**config.mk**
```make
export PLATFORM = sky130hd
export DESIGN_NAME = btn_cond
export DESIGN_NICKNAME = d
export VERILOG_FILES = /design/src/rtl/btn_cond.sv
export SDC_FILE = /design/constraint.sdc
export NUM_CORES = 1
export LEC_CHECK = 0
export BUFFER_PORTS_ARGS = -buffer_cell sky130_fd_sc_hd__buf_4
export CELL_PAD_IN_SITES_DETAIL_PLACEMENT = 0
export CELL_PAD_IN_SITES_GLOBAL_PLACEMENT = 1
export CORE_ASPECT_RATIO = 1.25
export CORE_UTILIZATION = 35
export CTS_CLUSTER_DIAMETER = 50
export DETAILED_ROUTE_END_ITERATION = 10
export GPL_TIMING_DRIVEN = 0
export PLACE_DENSITY = 0.58
export SLEW_MARGIN = 25
export SYNTH_ARGS = -nofsm -noshare
export SYNTH_HDL_FRONTEND = slang
export SYNTH_SLANG_ARGS = --single-unit
export TNS_END_PERCENT = 5
```
**constraint.sdc**
```tcl
create_clock -name clk -period 1.7 [get_ports clk]
set_input_delay 0.255 -clock clk [delete_from_list [all_inputs] [get_ports clk]]
set_output_delay 0.255 -clock clk [all_outputs]
set_load 0.05 [all_outputs]
```
**src/rtl/btn_cond.sv**
```systemverilog
// Push-button conditioner: 2-flop synchronizer, per-bit debounce, press pulse
// and tick-paced auto-repeat advance pulse for each of NB independent buttons.
module btn_cond #(
    parameter int NB      = 5,
    parameter int DB      = 4,
    parameter int RPT_DLY = 3,
    parameter int RPT_PER = 1
) (
    input  logic          clk,
    input  logic          rst,
    input  logic [NB-1:0] btn_raw,
    input  logic          tick,
    output logic [NB-1:0] btn_lvl,
    output logic [NB-1:0] btn_rise,
    output logic [NB-1:0] btn_adv
);

    localparam int RMAX = (RPT_DLY > RPT_PER) ? RPT_DLY : RPT_PER;
    localparam int RW   = $clog2(RMAX + 1);
    localparam int DW   = $clog2(DB + 1);

    typedef enum logic [1:0] {
        S_IDLE,
        S_DELAY,
        S_REPEAT,
        S_HOLD
    } state_t;

    logic [NB-1:0] r_s1, r_s2;
    logic [NB-1:0] r_lvl, r_rise, r_adv;
    logic [DW-1:0] r_dcnt [NB];
    logic [RW-1:0] r_rcnt [NB];
    state_t        r_state [NB];

    logic [NB-1:0] w_flip, w_rise_ev, w_fall_ev, w_adv_nxt;
    logic [RW-1:0] w_rcnt_nxt [NB];
    state_t        w_state_nxt [NB];

    // Level flips on the DB-th consecutive synced cycle that disagrees with it
    always_comb begin
        for (int unsigned i = 0; i < NB; i++) begin
            w_flip[i] = (r_s2[i] != r_lvl[i]) && (r_dcnt[i] == DW'(DB - 1));
        end
    end

    assign w_rise_ev = w_flip & ~r_lvl;
    assign w_fall_ev = w_flip & r_lvl;

    always_ff @(posedge clk or negedge rst) begin
        if (!rst) begin
            r_s1   <= '0;
            r_s2   <= '0;
            r_lvl  <= '0;
            r_rise <= '0;
            for (int unsigned i = 0; i < NB; i++) begin
                r_dcnt[i] <= '0;
            end
        end else begin
            r_s1   <= btn_raw;
            r_s2   <= r_s1;
            r_lvl  <= r_lvl ^ w_flip;
            r_rise <= w_rise_ev;
            for (int unsigned i = 0; i < NB; i++) begin
                if ((r_s2[i] == r_lvl[i]) || w_flip[i]) begin
                    r_dcnt[i] <= '0;
                end else begin
                    r_dcnt[i] <= r_dcnt[i] + DW'(1);
                end
            end
        end
    end

    // Ticks are ignored both on the press edge and while the rise pulse is out
    always_comb begin
        for (int unsigned i = 0; i < NB; i++) begin
            w_state_nxt[i] = r_state[i];
            w_rcnt_nxt[i]  = r_rcnt[i];
            w_adv_nxt[i]   = 1'b0;
            case (r_state[i])
                S_IDLE: begin
                    if (w_rise_ev[i]) begin
                        w_state_nxt[i] = S_DELAY;
                        w_rcnt_nxt[i]  = '0;
                        w_adv_nxt[i]   = 1'b1;
                    end
                end
                S_DELAY: begin
                    if (tick && !r_rise[i]) begin
                        if (r_rcnt[i] + RW'(1) == RW'(RPT_DLY)) begin
                            w_adv_nxt[i]   = 1'b1;
                            w_rcnt_nxt[i]  = '0;
                            w_state_nxt[i] = (RPT_PER == 0) ? S_HOLD : S_REPEAT;
                        end else begin
                            w_rcnt_nxt[i] = r_rcnt[i] + RW'(1);
                        end
                    end
                end
                S_REPEAT: begin
                    if (tick && !r_rise[i]) begin
                        if (r_rcnt[i] + RW'(1) == RW'(RPT_PER)) begin
                            w_adv_nxt[i]  = 1'b1;
                            w_rcnt_nxt[i] = '0;
                        end else begin
                            w_rcnt_nxt[i] = r_rcnt[i] + RW'(1);
                        end
                    end
                end
                default: ;
            endcase
            if (w_fall_ev[i]) begin
                w_state_nxt[i] = S_IDLE;
                w_rcnt_nxt[i]  = '0;
                w_adv_nxt[i]   = 1'b0;
            end
        end
    end

    always_ff @(posedge clk or negedge rst) begin
        if (!rst) begin
            r_adv <= '0;
            for (int unsigned i = 0; i < NB; i++) begin
                r_state[i] <= S_IDLE;
                r_rcnt[i]  <= '0;
            end
        end else begin
            r_adv <= w_adv_nxt;
            for (int unsigned i = 0; i < NB; i++) begin
                r_state[i] <= w_state_nxt[i];
                r_rcnt[i]  <= w_rcnt_nxt[i];
            end
        end
    end

    assign btn_lvl  = r_lvl;
    assign btn_rise = r_rise;
    assign btn_adv  = r_adv;

endmodule
```
==> key figures <==
Hold path
  • Hold Crit Class: in2async

Synth
  • Post-synthesis cell area: 3280 sq um
  • Cells taking the most area after synthesis: dfrtp_1, ha_1, inv_1
  • Synthesized Nets: 358
  • Post-synthesis sequential area ratio: 45.8%
  • Post-Synthesis Cells: 304
  • Flops & latches, synth: 60
  • Post-synth top area share: 45.8%
  • Syn avg cell area: 10.8 sq um
  • Post-synth EDFFs: 0
  • Synth warnings: 0
  • Yosys top cell by area: dfrtp_1
  • Ys async rst share: 100%
  • Cell with the most instances after synthesis: dfrtp_1
  • Synth Flop Type: dfrtp_1
  • Synth cell count leaders: dfrtp_1, ha_1, inv_1, nor2_1, a21oi_1
  • Yosys cell types: 36

Clock tree
  • Total CTS buffers: 9
  • CTS H-tree depth: 3
  • CTS Hold Bufs: 0
  • Max clock buf depth: 2
  • Clock tree sinks: 60
  • Clk slew on worst S/H paths: 0.05 ns
  • CTS tree: yes
  • Post-CTS Resized: 1
  • Clk_lat worst skew: 0.32 ns
  • CTS root buf: clkbuf_16
  • Setup Fix Bufs, Post-CTS: 0

Critical path
  • Reg2Reg Depth: 7
  • Critical Path End Type: register
  • Slowest stage delay, CP: 0.38 ns
  • Worst path required time: 1.91 ns
  • Critical Path AT: 1.88 ns
  • Critical path startpoint category: register
  • Slowest library cell on the worst path: dfrtp_1
  • Kind of critical path: reg2reg
  • Worst-path cell chain: ha_1 -> ha_2 -> and3b_1 -> buf_6 -> nor2b_4 -> nor2_2 -> o221a_1
  • Crit path max fanout: 5

Run
  • Max Cap Viol: 0

Routing
  • Vias after detailed routing: 2225
  • Detailed Route Iter0 Violations: 83
  • DRC Markers: 0
  • Vias per cell: 4.80
  • Antenna Nets Post-Route: 0
  • Post-Route WL: 5720 um
  • Routed WL per cell: 12.3 um
  • Drt pass-1 iters: 4

STA
  • Peak Freq: 599 MHz
  • Fin. max-slew vios: 0
  • Final setup fails: 0
  • Worst slew pin tran: 0.770 ns
  • Crit share post-route: 98.2%
  • Crit path time final: 1.67 ns
  • Hold slack: -0.000620 ns
  • RSZ-0062 raised after global routing: true
  • Worst rel slew slack: 48.6%
  • Hold Violations, Final: 1
  • Fin Clk Skew: 0.00503 ns

Floorplanning
  • IO Pins: 23
  • # rows: 39
  • Core area: 9130 sq um
  • Die Ht: 110 um
  • Die Width: 88.5 um
  • Die area: 9750 sq um
  • Initial Utilization: 35.9%

Place
  • GPL Wtd Cong: 0.730
  • Dpl cell area: 3590 sq um
  • Port bufs: 22
  • Dpl hpwl: 4130 um

Layout
  • Share of cells above drive strength 1: 16.4%
  • Layout area overhead: 19.4%
  • Diode count: 0
  • Post-route cell area: 3910 sq um
  • Fin nets: 391

Global routing
  • Total GRT Usage: 13.5%
  • First-pass GRT wire length: 9860 um
  • Grt ovf: 0
  • Initial antenna violation count: 0
  • Largest net degree at the start of global routing: 61
  • Number of global-route vias before repair: 2208

Pwr
  • P per Cell Area: 1750 nW/um^2
  • VDD IR max: 0.000886 V
  • Leakage Power: 1.86 nW

Run status
  • Status: complete, but fails checks
  • Failing checks: hold timing
## power by group
group / internal [W] / switching, W
combinational: 0.00122 / 0.00162
clock: 0.00124 / 0.000589
sequential: 0.00186 / 0.000325
## path summary, 6_finish.rpt
path	start	to	slack, ns
setup / recovery	r_dcnt[0]$_DFF_PN0_	r_state[1]$_DFFE_PN0P_	0.03
hold / removal	rst	btn_adv[2]$_DFF_PN0_	-0.0006
setup reg to reg	r_dcnt[0]$_DFF_PN0_	r_state[1]$_DFFE_PN0P_	0.03
hold reg to reg	r_s1[0]$_DFF_PN0_	r_s2[0]$_DFF_PN0_	0.35
max in group asynchronous	rst	r_rcnt[3]$_DFFE_PN0P_	1.18
min in group clk	btn_raw[4]	r_s1[4]$_DFF_PN0_	0.04
## placed cells by master, fill, tap and decap left out, types with 3 or more instances in the layout
| master | n |
|---|---|
| a21oi_1 | 16 |
| a22o_1 | 6 |
| a22oi_1 | 4 |
| and3b_1 | 5 |
| buf_4 | 22 |
| clkbuf_16 | 9 |
| clkbuf_8 | 3 |
| dfrtp_1 | 60 |
| ha_1 | 43 |
| ha_2 | 3 |
| inv_1 | 37 |
| mux2_2 | 7 |
| mux2i_1 | 5 |
| nand2_1 | 11 |
| nand2b_1 | 5 |
| nand3_1 | 6 |
| nand3b_1 | 8 |
| nand4_1 | 4 |
| nor2_1 | 19 |
| nor2b_1 | 3 |
| nor3_1 | 10 |
| nor3b_1 | 6 |
| o21ai_0 | 14 |
| o2bb2ai_1 | 4 |
| xor2_1 | 3 |
## layout make-up
class | instances | area [sq um]
clock inverters | 1 | 30.0
plain buffers | 1 | 11.3
fillers | 921 | 5210
clock buffers | 14 | 274
repair buffers | 22 | 165
flip-flops and latches | 60 | 1500
well taps | 123 | 154
multi-input cells | 206 | 1640
inverters | 37 | 139
## sequential cells by signal (all words and copies together) (netlist names), named ones only
register and count:
r_s2 5, r_state 10, r_s1 5, btn_rise 5
btn_adv 5, r_dcnt 15, r_rcnt 10
## layer usage
metal,vias to the layer above,share of wire [%],track usage [%]
met2,21,50,23.0
met3,11,2.1,2.68
met5,-,0,0
met4,0,2.4,8.99
met1,1072,45,15.3
li1,1121,-,-
## critical path, delay by kind of cell (launching register included)
kind	cells	cell delay, ns
and+or+nand+nor	3	0.41
buffers and inverters	1	0.13
DFF	1	0.38
adders and majority gates	2	0.40
AOI/OAI and AO/OA	1	0.24
## kinds of logic (layout without fill, tap and decap cells)
family	count (synthesis)	count (layout)	share of synthesized area [%]
buf+inv	38	75	4.58
simple gates	85	85	14.6
fa+ha+maj	46	46	17.6
compound gates	58	58	12.1
flops	60	60	45.8
mux	12	12	3.93
xor+xnor	5	5	1.34
## through the flow
step	worst slack, ns	setup TNS, ns	total power, W	instances	utilization, %
final	0.0308	0	0.00686	464	42.9
after global routing	-0.0631	-0.0930	0.00747	464	42.9
after CTS	0.0179	0	0.00699	464	42.8
after detailed placement	-0.00567	-0.00567	0.00509	449	39.4
after global placement	0.00145	0	0.00505	449	39.4
after floorplan	0.0936	0	0.00438	304	-
(Power assumes the default switching activity.)
